**config.mk**
```make
export PLATFORM = sky130hd
export DESIGN_NAME = fft_frame_ctrl
export DESIGN_NICKNAME = d
export VERILOG_FILES = /design/src/rtl/fft_pkg.sv /design/src/rtl/fft_bitrev.sv /design/src/rtl/fft_frame_ctrl.sv
export SDC_FILE = /design/constraint.sdc
export NUM_CORES = 1
export LEC_CHECK = 0
export CAP_MARGIN = 20
export CORE_MARGIN = 3
export CORE_UTILIZATION = 40
export CTS_CLUSTER_SIZE = 40
export DETAILED_ROUTE_END_ITERATION = 8
export RECOVER_POWER = 100
export SYNTH_ARGS = -nofsm -noshare
export SYNTH_HDL_FRONTEND = slang
export SYNTH_HIERARCHICAL = 1
export SYNTH_SLANG_ARGS = --single-unit
```
**constraint.sdc**
```tcl
create_clock -name clk -period 3.03 [get_ports clk]
set_input_delay 0.4545 -clock clk [delete_from_list [all_inputs] [get_ports clk]]
set_output_delay 0.4545 -clock clk [all_outputs]
set_load 0.01 [all_outputs]
```
**src/rtl/fft_pkg.sv**
```systemverilog
// Shared constants and FSM encoding for the 32-point FFT
// frame controller and its helpers.
package fft_pkg;

  localparam int N     = 32;
  localparam int LOG2N = 5;

  typedef enum logic [1:0] {
    IDLE  = 2'd0,
    FILL  = 2'd1,
    FLUSH = 2'd2
  } state_t;

endpackage

```
**src/rtl/fft_bitrev.sv**
```systemverilog
// Bit-reversal of a bin index; shared by the frame controller
// and the output reorder buffer.
module fft_bitrev #(
  parameter int LOG2N = 5
) (
  input  logic [LOG2N-1:0] idx,
  output logic [LOG2N-1:0] rev
);

  for (genvar i = 0; i < LOG2N; i++) begin : g_rev
    assign rev[i] = idx[LOG2N-1-i];
  end

endmodule

```
**src/rtl/fft_frame_ctrl.sv**
```systemverilog
// Frame sequencer: builds 32-sample frames for STAGE1, pads gaps,
// flushes the pipe and tags last-stage output with frame markers.
module fft_frame_ctrl #(
  parameter int N         = fft_pkg::N,
  parameter int LOG2N     = fft_pkg::LOG2N,
  parameter int FLUSH_MAX = 64,
  parameter int CNT_W     = 16
) (
  input  logic             clk,
  input  logic             rst,
  input  logic             in_valid,
  output logic             in_ready,
  output logic             pipe_valid,
  output logic             pipe_zero,
  input  logic             fft_valid_i,
  output logic             out_valid,
  output logic [LOG2N-1:0] out_idx,
  output logic             out_sof,
  output logic             out_eof,
  output logic             busy,
  output logic             err_gap,
  output logic             err_timeout,
  output logic [CNT_W-1:0] frames_done
);
  import fft_pkg::*;

  localparam logic [LOG2N-1:0] LAST = LOG2N'(N - 1);
  localparam logic [6:0] FL_LAST = 7'(FLUSH_MAX - 1);

  state_t           state;
  logic [LOG2N-1:0] in_cnt;
  logic [LOG2N-1:0] out_cnt;
  logic [LOG2N-1:0] rev_idx;
  logic [1:0]       outstanding;
  logic [6:0]       flush_cnt;
  logic             gap_q;
  logic             tmo_q;
  logic [CNT_W-1:0] done_q;

  logic issue;
  logic pad;
  logic flush;
  logic frm_in;
  logic ov;
  logic eof;

  always_comb begin
    issue = 1'b0;
    pad   = 1'b0;
    unique case (1'b1)
      state == IDLE: issue = in_valid;
      state == FILL: begin
        issue = in_valid | (in_cnt != '0);
        pad   = ~in_valid & (in_cnt != '0);
      end
      default: ;
    endcase
  end

  assign flush  = (state == FLUSH);
  assign frm_in = issue & (in_cnt == LAST);
  // flush-frame results arrive with nothing outstanding
  assign ov     = fft_valid_i & (outstanding != '0);
  assign eof    = ov & (out_cnt == LAST);

  assign in_ready    = rst & ~flush;
  assign pipe_valid  = rst & (issue | flush);
  assign pipe_zero   = rst & (pad | flush);
  assign out_valid   = rst & ov;
  assign out_sof     = rst & ov & (out_cnt == '0);
  assign out_eof     = rst & eof;
  assign out_idx     = rst ? rev_idx : '0;
  assign busy        = rst & (state != IDLE);
  assign err_gap     = rst & gap_q;
  assign err_timeout = rst & tmo_q;
  assign frames_done = rst ? done_q : '0;

  fft_bitrev #(.LOG2N(LOG2N)) u_bitrev (
    .idx (out_cnt),
    .rev (rev_idx)
  );

  always_ff @(posedge clk) begin
    if (!rst) begin
      state       <= IDLE;
      in_cnt      <= '0;
      out_cnt     <= '0;
      outstanding <= '0;
      flush_cnt   <= '0;
      gap_q       <= 1'b0;
      tmo_q       <= 1'b0;
      done_q      <= '0;
    end else begin
      if (issue) in_cnt <= in_cnt + 1'b1;
      if (ov)    out_cnt <= out_cnt + 1'b1;
      if (eof)   done_q <= done_q + 1'b1;
      if (pad)   gap_q <= 1'b1;
      if (frm_in && !eof) begin
        if (outstanding == 2'd3) tmo_q <= 1'b1;
        else outstanding <= outstanding + 1'b1;
      end else if (eof && !frm_in) begin
        outstanding <= outstanding - 1'b1;
      end
      case (state)
        IDLE: if (in_valid) state <= FILL;
        FILL: begin
          if (in_cnt == '0 && !in_valid) begin
            flush_cnt <= '0;
            state <= (outstanding != '0) ? FLUSH : IDLE;
          end
        end
        FLUSH: begin
          flush_cnt <= flush_cnt + 1'b1;
          if (eof && outstanding == 2'd1) begin
            state <= IDLE;
          end else if (flush_cnt == FL_LAST) begin
            tmo_q       <= 1'b1;
            outstanding <= '0;
            out_cnt     <= '0;
            state       <= IDLE;
          end
        end
        default: state <= IDLE;
      endcase
    end
  end

endmodule

```
; ---- Word level (Yosys, flattened, before mapping)
; Index checks and enable logic that the tools add are counted.
[totals]
ramBits = 0
memories = 0
input_bits = 4
register_bits = 39
output_inout_bits = 30
mem_bits_ro = 0
latchBits = 0
[op_classes]
bitwise = 18
mul = 0
eq_ne = 10
magnitude_cmp = 0
n_reduce_logical = 16
shift = 0
div_mod_pow = 0
muxes = 27
addsub = 6
[op_table]
columns = operator, count
row1 = 5-bit 2-to-1 mux, 5
row2 = 2-bit 2-to-1 mux, 11
row3 = 16-bit by 1-bit adder with 16-bit output (second input constant), 1
row4 = 16-bit 2-to-1 mux, 1
row5 = 7-bit case mux with 2 select lines, 1
row6 = 1-bit AND, 13
row7 = 5-bit by 1-bit adder with 5-bit output (second input constant), 2
row8 = 5-bit == test (second input constant), 2
row9 = 5-bit logical NOT, 2
row10 = 7-bit by 1-bit adder with 7-bit output (second input constant), 1
row11 = 7-bit by 6-bit == test with 1-bit output (second input constant), 1
row12 = 7-bit 2-to-1 mux, 1
row13 = 1-bit 2-to-1 mux, 6
row14 = 2-bit case mux with 3 select lines, 1
row15 = 2-bit nonzero test, 3
row16 = 5-bit nonzero test, 1
row17 = 2-bit by 1-bit == test with 1-bit output (second input constant), 2
row18 = 2-bit == test (second input constant), 2
row19 = 1-bit logical AND, 4
row20 = 1-bit logical NOT, 3
row21 = 3-bit by 1-bit != test with 1-bit output (second input constant), 1
row22 = 1-bit bitwise OR, 3
row23 = 3-bit AND reduction, 1
row24 = 2-bit by 1-bit adder with 2-bit output (second input constant), 1
row25 = 7 further kinds, 8

; ---- Depth between registers and ports, before layout
[logic_depth]
ltp_word = 11
depth_mapped = 8

; ---- Hierarchy
; Netlist, hierarchy kept.
[by_module_without_submodules]
columns = mod, area_per_inst_um2, n_inst, cells_per_inst
row1 = fft_frame_ctrl, 2149.6, 1, 260
row2 = fft_bitrev, 37.5, 1, 5

; ---- Worst setup path after synthesis
; OpenSTA, ideal clock, no wires.
[synth_timing]
path_kind = register to register
start = reg out_cnt[0]
end = reg done_q[12]
setup_ps = 70
period_less_slack_ps = 2095
stages_incl_launch_ff = 8
arrival_time_ps = 2024
path_slack_ps = 935
path_cell_list = dfxtp_1 ha_1 and3_1 ha_1 nand4b_1 or4_4 or3_1 a21oi_1
[synth_via]
elab_chain_cells = 2
[synth_rtl]
columns = element, line_no
row1 = "start, declared", fft_frame_ctrl.sv:32  ; logic [LOG2N-1:0] out_cnt;
row2 = "start signal, assigned", fft_frame_ctrl.sv:95  ; if (ov) out_cnt <= out_cnt + 1'b1;
row3 = 5-bit == test, fft_frame_ctrl.sv:64  ; assign eof = ov & (out_cnt == LAST);
row4 = 1-bit AND, fft_frame_ctrl.sv:64
row5 = "end signal, assigned", fft_frame_ctrl.sv:96  ; if (eof) done_q <= done_q + 1'b1;
row6 = "end, declared", fft_frame_ctrl.sv:38  ; logic [CNT_W-1:0] done_q;
; No other way between the ends.
; A chain may end at the register's enable or synchronous reset.

; ---- Worst setup path in the final report
[layout_timing]
start = reg in_cnt[0]
end = out pipe_valid
[layout_via]
elab_chain_cells = 5
[layout_rtl]
columns = element, line_no
row1 = "start, declared", fft_frame_ctrl.sv:31  ; logic [LOG2N-1:0] in_cnt;
row2 = "start signal, assigned", fft_frame_ctrl.sv:94  ; if (issue) in_cnt <= in_cnt + 1'b1;
row3 = 5-bit nonzero test, fft_frame_ctrl.sv:53  ; issue = in_valid | (in_cnt != '0);
row4 = 1-bit bitwise OR, fft_frame_ctrl.sv:53
row5 = 1-bit case mux with 2 select lines, fft_frame_ctrl.sv:50  ; unique case (1'b1)
row6 = 1-bit bitwise OR, fft_frame_ctrl.sv:67  ; assign pipe_valid = rst & (issue | flush);
row7 = 1-bit AND, fft_frame_ctrl.sv:67
row8 = "end, declared", fft_frame_ctrl.sv:13  ; output logic pipe_valid,
; No other way between the ends.

==> impl_results.md <==
- Largest net degree at the start of global routing: 18
- WP data arrival: 2400 ps
- Synth Register Bits: 39
- Critical path class: flip-flop to output port
- Layout cells sized above 1: 6.44%
- Total gr overflow: 0
- Top cell type by total area after synthesis: dfxtp_1
- CTS Buf Count: 5
- Worst slew pin tran: 1010 ps
- Critical path, cell by cell: inv_1, ha_1, or4b_1, a21oi_4, a21oi_1, clkdlybuf4s50_1
- Post-synthesis sequential area ratio: 35.7%
- Share of the synthesized area in the top cell type: 35.7%
- Mapped cell area: 2190 um^2
- Worst path bufs/invs: 2
- Distinct cells, synth: 53
- Rel. slew slack: 31.9%
- Initial core utilization: 42.0%
- Critical path's top delay family: simple AND/OR/NAND/NOR gates
- Minimum clock period: 2850 ps
- Crit. End Element: output port
- Die Footprint: 6390 um^2
- Pwr Total: 0.937 mW
- Io pins: 34
- Die width: 79.9 um
- Vias post-DR: 1825
- Setup_tns: 0 ps
- PD cells: 358 nW/um^2
- Synth area leaders: dfxtp_1 36%, and2_1 7.2%, ha_1 6.9%, nor2_1 6.2%, a21oi_1 4.6%
- RSZ-0062 raised after global routing: no
- Post-DP HPWL: 3350 um
- Total wire length: 4530 um
- Final Setup Violations: 0
- Async SR Flop Fraction: 0%
- Hold Vio Cnt, Final: 0
- CTS Hold Bufs: 0
- Global-route wire length before repair: 7820 um
- Total GRT Usage: 15.4%
- Dpl ws: 296 ps
- Clock Sink Count: 39
- Antenna fix cells: 0
- Initial antenna violation count: 0
- Hold Crit Class: flip-flop to flip-flop
- Startpoint types: flip-flop
- DR pass1 iterations: 4
- CTS Buffer Depth: 2
- DRC violations left: 0
- GP Congestion: 0.765
- DR iter-0 viols: 57
- Setup WS post-layout: 177 ps
- # fillers: 530
- Largest stage delay, worst path: 600 ps
- H-Tree Depth: 2
- Most common cell after layout, fill and taps aside: dfxtp_1
- Outcome: finished, final reports clean
- Final count of pins violating max slew: 0
- CTS tree: done
- CP Max Fanout: 11
- Syn nets: 281
- Core Footprint: 5200 um^2
- Mapped Cells: 265
- Commonest non-fill, non-tap cells in the layout: 39 x dfxtp_1, 36 x nor2_1, 20 x a21oi_1, 18 x clkdlybuf4s50_1, 16 x nand2_1
- Ys flop type: dfxtp_1
- MaxCap Viol Count: 0
- Max VDD drop: 0.000218 V
- Final #Nets: 310
- DRT antenna net count: 0
- Avg WL per Cell: 12.4 um
- EDFF count, synth: 0
- Final period util: 94.1%
- Worst-skew pair later-pin latency: 290 ps
- Syn avg cell area: 8.25 um^2
- Clock transition at path regs: 70 ps
- Root Buffer: clkbuf_8
- Rows: 26
- Final Util: 50.3%
- Layout area overhead: 19.6%
- CP required: 2580 ps
- Port Buffer Count: 33
- Leak pwr: 0.995 nW
- Yosys warning total: 6
- Crit-path slowest cell: or4b_1
- Die H: 79.9 um
- Fmax: 351 MHz
- Vias in the first global route: 1691
- Clock skew: 7.53 ps
- Via/cell ratio: 5.00
-- final timing paths --
path / end / depth (start not counted) / slack, ps / from
worst max-delay path: pipe_valid / 6 / 180 / in_cnt[0]
worst min-delay path: tmo_q / 1 / 490 / tmo_q
worst max register to register: out_cnt[1] / 7 / 450 / out_cnt[0]
worst min register to register: tmo_q / 1 / 490 / tmo_q
-- flip-flops by register name, indices dropped and copies added, names as in the netlist --
register and cells:
gap_q 1, state 2, outstanding 2, in_cnt 5, tmo_q 1, done_q 16
flush_cnt 7, out_cnt 5
-- worst reg2reg max path: cells and delay by family (launching register included) --
family | cells | cell delay (ps)
AND/OR/NAND/NOR | 3 | 560
flip-flops | 1 | 350
adder cells (fa/ha/maj) | 2 | 460
AO/OA/AOI/OAI | 2 | 1050
-- power by group --
| part | total, mW | internal [mW] | switching [mW] | leakage, nW |
|---|---|---|---|---|
| clock | 0.341 | 0.158 | 0.184 | 0.0477 |
| sequential | 0.522 | 0.518 | 0.00457 | 0.315 |
| combinational | 0.0732 | 0.0272 | 0.0460 | 0.633 |
-- synth_stat cells, drive strengths merged (3+ instances only) --
library cell   n
nand3          8
inv           10
ha            12
nor3           3
a21oi         22
xor2           9
buf            8
nor2          36
nand2         16
mux2           3
and2          25
dfxtp         39
nor2b          3
or3            6
nand4          5
o21ai          7
xnor2          5
clkbuf         8
and3           5
-- final cells by class --
cell class	instances	area (um^2)	area share, %
clock buffers	5	68.8	2.63
clock inverters	3	15.0	0.574
inverters	11	41.3	1.58
multi-input cells	199	1270	48.6
flip-flops and latches	39	781	29.8
well taps	70	87.6	3.35
repair buffers	38	350	13.4
-- routing by layer --
layer	up-vias	track usage (%)	part of all wire, %
met5	-	0	0
met4	0	4.56	0.68
met3	4	4.51	3.3
met2	28	26.7	50
met1	834	18.3	46
li1	959	-	-
-- per-stage QoR --
| step | instance area, um^2 | hold slack, ps | instances |
|---|---|---|---|
| final | 2620 | 488 | 365 |
| after CTS | 2640 | 485 | 365 |
| after floorplan | 2190 | 429 | 265 |
| after global placement | 2550 | 459 | 357 |
| after detailed placement | 2550 | 466 | 357 |
| after global routing | 2620 | 521 | 365 |
-- kinds of logic after synthesis --
group,after synthesis,synth area share (%)
AND/OR/NAND/NOR,125,31.1
XOR/XNOR,14,5.61
flip-flops,39,35.7
adder cells (fa/ha/maj),12,6.86
multiplexers,4,2.00
buffers and inverters,27,6.06
AO/OA/AOI/OAI,44,12.7
-- what timing repair did --
action                                  4_1_cts  5_1_grt
hold endpoints to repair                      0        0
resized for setup                             0        1
setup buffers                                 0        0
endpoints found under the setup margin        0        1
(Power assumes the default switching activity.)
==> edit 1 (same settings) <==
Make the reset (`rst`) asynchronous in one clocked block.
--- a/src/rtl/fft_frame_ctrl.sv
+++ b/src/rtl/fft_frame_ctrl.sv
@@ -81,5 +81,5 @@
   );
 
-  always_ff @(posedge clk) begin
+  always_ff @(posedge clk or negedge rst) begin
     if (!rst) begin
       state       <= IDLE;
Formal check against the unedited RTL: same outputs for any inputs over 10 cycles, from zero or initial values and one cycle with rst low; that may be too few to reach the edited logic, so the function may still have changed.
==> edit 1 against the original RTL <==
Cell area up 2.6%. Clock skew grew 1.9 ps. Worst setup slack improved by 32 ps. Count of clock-buffer cells in the layout grew 1. Wire length decreased by 10%. Sequential cell count stayed put. Area after synthesis increased by 1.1%. Non-clock buffer count grew 4. Largest cell class unchanged.
Power is not compared: it rests on default switching activity, and its combinational part moved more than twofold at a synthesized area within 25%.
==> edit 1: results (changes against the original RTL) <==
\begin{tabular}{lr}
\hline
Metric & Value \\
\hline
\multicolumn{2}{l}{\textbf{Outcome}} \\
\quad Result of the run & finished clean \\
\multicolumn{2}{l}{\textbf{Drt}} \\
\quad DR iter-0 viols & 52 (-8.8\%) \\
\quad Final WL & 4.07 mm (-10\%) \\
\quad Via density & 4.91 (-1.9\%) \\
\multicolumn{2}{l}{\textbf{Yosys}} \\
\quad Sequential cell area fraction in the yosys report & 44.1\% (+8.4 points) \\
\quad Async SR Flop Fraction & 100\% (+100 points) \\
\quad Synth Area in XOR/XNOR & 9.11\% (+3.5 points) \\
\quad Mux share of post-synthesis cell area & 1.98\% (-0.023 points) \\
\quad Synth unique cells & 43 (-19\%) \\
\quad Synthesized netlist net count & 237 (-16\%) \\
\quad Top cells by area, synth & sky130\_fd\_sc\_hd\_\_dfrtp\_1 44\%, sky130\_fd\_sc\_hd\_\_and2\_1 7.1\%, sky130\_fd\_sc\_hd\_\_ha\_1 6.8\% \\
\quad Adder-cell area share of the yosys netlist & 6.79\% (-0.078 points) \\
\quad Compound-gate portion of the synthesized area & 7.86\% (-4.8 points) \\
\quad Top cell types by occurrence after synthesis & 39 x sky130\_fd\_sc\_hd\_\_dfrtp\_1, 25 x sky130\_fd\_sc\_hd\_\_and2\_1, 16 x sky130\_fd\_sc\_hd\_\_xor2\_1 \\
\multicolumn{2}{l}{\textbf{Worst setup path}} \\
\quad Critical path peak fanout & 5 (-6) \\
\quad WP data arrival & 2370 ps (-30 ps) \\
\multicolumn{2}{l}{\textbf{Global routing}} \\
\quad Number of global-route vias before repair & 1551 (-8.3\%) \\
\multicolumn{2}{l}{\textbf{Cells and area}} \\
\quad FILL cells & 491 (-7.4\%) \\
\quad Fin nets & 276 (-11\%) \\
\multicolumn{2}{l}{\textbf{Timing}} \\
\quad Worst slew margin relative to its limit & 34.3\% (+2.4 points) \\
\quad Skew final & 9.41 ps (+1.88 ps) \\
\multicolumn{2}{l}{\textbf{Placed design}} \\
\quad Area after DPL & 0.00262 mm\^{}2 (+2.7\%) \\
\quad Placer's final routability congestion estimate & 0.775 (+1.3\%) \\
\quad Placed wire-length estimate after detailed placement & 3.05 mm (-9.1\%) \\
\multicolumn{2}{l}{\textbf{Floorplanning}} \\
\quad Total core area & 0.00524 mm\^{}2 (+0.62\%) \\
\multicolumn{2}{l}{\textbf{Worst hold path}} \\
\quad Min-Delay Path Class & primary input to async pin \\
\hline
\end{tabular}
==> edit 1: cell count changes in the layout (fill, tap and decap cells not counted), moves of 4 or more <==
cell / before / now
sky130_fd_sc_hd__a21oi_1: 20 / 4
sky130_fd_sc_hd__and2_0: 13 / 8
sky130_fd_sc_hd__and2_1: 12 / 17
sky130_fd_sc_hd__buf_4: 0 / 4
sky130_fd_sc_hd__clkdlybuf4s50_1: 18 / 11
sky130_fd_sc_hd__dfrtp_1: 0 / 39
sky130_fd_sc_hd__dfxtp_1: 39 / 0
sky130_fd_sc_hd__dlygate4sd3_1: 15 / 21
sky130_fd_sc_hd__nor2_1: 36 / 13
sky130_fd_sc_hd__xor2_1: 9 / 16
==> edit 1: final timing paths <==
path / to / startpoint / slack (ps)
setup reg to reg: out_cnt[2]$_DFF_PN0_ / out_cnt[0]$_DFF_PN0_ / 500
hold reg to reg: tmo_q$_DFF_PN0_ / tmo_q$_DFF_PN0_ / 460
hold / removal: done_q[2]$_DFFE_PN0P_ / rst / 200
min in group clk: tmo_q$_DFF_PN0_ / tmo_q$_DFF_PN0_ / 460
setup / recovery: pipe_valid / in_cnt[0]$_DFFE_PN0P_ / 210
max in group asynchronous: done_q[11]$_DFFE_PN0P_ / rst / 1640
==> edit 1: per-stage QoR <==
stage               instances  setup slack, ps  total power (W)  util, %  hold slack (ps)
global placement          321              406          0.00126     50.0              372
CTS                       329             53.4          0.00162     51.7             49.9
finish                    331              209          0.00158     51.2              205
floorplan                 221              941          0.00112        -              159
detailed placement        321              378          0.00127     50.0              373
global route              331             73.2          0.00172     51.2              252
==> edit 1: layout make-up <==
class	count	area (um^2)	share of cell area [%]
inverter	9	33.8	1.26
timing repair buffer	42	373	13.9
sequential	39	976	36.4
clock inverter	2	12.5	0.466
tap	70	87.6	3.26
clock buffer	6	72.6	2.70
multi-input combinational	163	1130	42.1
==> edit 1: per-layer routing <==
| layer | vias up | global-route usage, % | routed length, um |
|---|---|---|---|
| met5 | - | 0 | 0 |
| met1 | 763 | 21.6 | 2220 |
| li1 | 828 | - | - |
| met2 | 31 | 19.6 | 1660 |
| met3 | 2 | 3.81 | 156 |
| met4 | 0 | 4.56 | 27 |
==> edit 1: critical path: stages, from the launching register on <==
cell,delay [ps]
sky130_fd_sc_hd__dfrtp_1,400
sky130_fd_sc_hd__inv_1,90
sky130_fd_sc_hd__ha_1,150
sky130_fd_sc_hd__or4b_4,490
sky130_fd_sc_hd__a21oi_4,160
sky130_fd_sc_hd__nor2_1,130
sky130_fd_sc_hd__o21a_1,190
sky130_fd_sc_hd__clkdlybuf4s50_1,470
==> edit 2 (same flow settings) <==
Made on the original files. `LOG2N` is set to 5 in 2 places; all go to 3.
--- a/src/rtl/fft_pkg.sv
+++ b/src/rtl/fft_pkg.sv
@@ -4,5 +4,5 @@
 
   localparam int N     = 32;
-  localparam int LOG2N = 5;
+  localparam int LOG2N = 3;
 
   typedef enum logic [1:0] {
--- a/src/rtl/fft_bitrev.sv
+++ b/src/rtl/fft_bitrev.sv
@@ -2,5 +2,5 @@
 // and the output reorder buffer.
 module fft_bitrev #(
-  parameter int LOG2N = 5
+  parameter int LOG2N = 3
 ) (
   input  logic [LOG2N-1:0] idx,
Ports: changed (resized out_idx); port bits go from 34 to 32. The function was not compared with the original's and may differ.
==> edit 2 against the original RTL <==
Utilization up 0.19 points. Largest power group unchanged. Area after synthesis down 8.3%. Cell area down 7.7%. Total power down 6.1%. Sequential cell count down 4. Wire length down 19%. First-iteration DRC count up 33%. Worst setup slack better by 110 ps. Sequential share of layout area down 0.83 points. Critical endpoint is now out_sof. Fmax up 4.1%.
==> edit 2: results (changes against the original RTL) <==
\begin{tabular}{lr}
\hline
Metric & Value \\
\hline
\multicolumn{2}{l}{\textbf{Cells and area}} \\
\quad Fin nets & 275 (-11\%) \\
\quad FILL cells & 492 (-7.2\%) \\
\multicolumn{2}{l}{\textbf{Worst setup path}} \\
\quad Endpoint of the worst setup timing path & out\_sof \\
\quad Source of the worst register-to-register timing path & outstanding[0]\$\_SDFF\_PN0\_ \\
\quad Cell family with most CP delay & buffers and inverters \\
\quad Cell at the slowest stage of the critical path & sky130\_fd\_sc\_hd\_\_dlygate4sd3\_1 \\
\quad Worst flop-to-flop path endpoint & done\_q[15]\$\_SDFFE\_PN0P\_ \\
\quad Critical path peak fanout & 5 (-6) \\
\multicolumn{2}{l}{\textbf{Global routing}} \\
\quad Met1 Use GR & 16.2\% (-2.2 points) \\
\quad First-pass GRT wire length & 6.42 mm (-18\%) \\
\quad Met3 usage in global routing & 4.93\% (+0.41 points) \\
\quad Largest net degree at the start of global routing & 58 (+40) \\
\quad Number of global-route vias before repair & 1454 (-14\%) \\
\multicolumn{2}{l}{\textbf{Power}} \\
\quad Switching fraction of total power & 23.3\% (-1.7 points) \\
\quad Highest ir drop seen on vdd & 0.219 mV (+0.80\%) \\
\quad Portion of total power attributed to the clock network & 39.0\% (+2.6 points) \\
\quad Flop+latch power & 0.000470 W (-10\%) \\
\quad Internal power & 0.000675 W (-3.9\%) \\
\multicolumn{2}{l}{\textbf{Drt}} \\
\quad Routed length per instance & 11.3 um (-9.0\%) \\
\quad Routed metal-1 wirelength & 1.84 mm (-11\%) \\
\multicolumn{2}{l}{\textbf{Timing}} \\
\quad Skew final & 2.76 ps (-4.76 ps) \\
\quad Worst hold-check slack & 485 ps (-3.22 ps) \\
\multicolumn{2}{l}{\textbf{Yosys}} \\
\quad Top cell types by occurrence after synthesis & 41 x sky130\_fd\_sc\_hd\_\_and2\_1, 35 x sky130\_fd\_sc\_hd\_\_dfxtp\_1, 14 x sky130\_fd\_sc\_hd\_\_nand2\_1 \\
\quad Sequential cell area fraction in the yosys report & 34.9\% (-0.76 points) \\
\multicolumn{2}{l}{\textbf{Worst hold path}} \\
\quad Worst Hold End & flush\_cnt[3]\$\_SDFFE\_PN0P\_ \\
\multicolumn{2}{l}{\textbf{Outcome}} \\
\quad Result of the run & finished clean \\
\hline
\end{tabular}
edit 2: changes by cell type after synthesis, sizes merged, moves of 4 or more:
cell / delta
a21boi: +5
a21oi: -13
and2: +16
buf: -4
dfxtp: -4
nor2: -24
nor2b: +7
xnor2: +6
xor2: -4
edit 2: kinds of logic (layout without fill, tap and decap cells):
kind of cell / Yosys count / after routing / share of synthesized area, %
compound gates: 31 / 31 / 10.6
xor+xnor: 16 / 16 / 6.99
fa+ha+maj: 12 / 12 / 7.49
buf+inv: 21 / 50 / 4.55
flops: 35 / 35 / 34.9
mux: 3 / 3 / 1.50
simple gates: 112 / 112 / 33.9
edit 2: stage by stage:
step	area [um^2]	util (%)	setup WS [ps]	cells
2_1_floorplan	2010	-	1150	230
3_3_place_gp	2380	49.7	411	319
3_5_place_dp	2380	49.7	376	319
4_1_cts	2460	51.5	337	326
5_1_grt	2410	50.5	135	326
6_report	2410	50.5	290	326
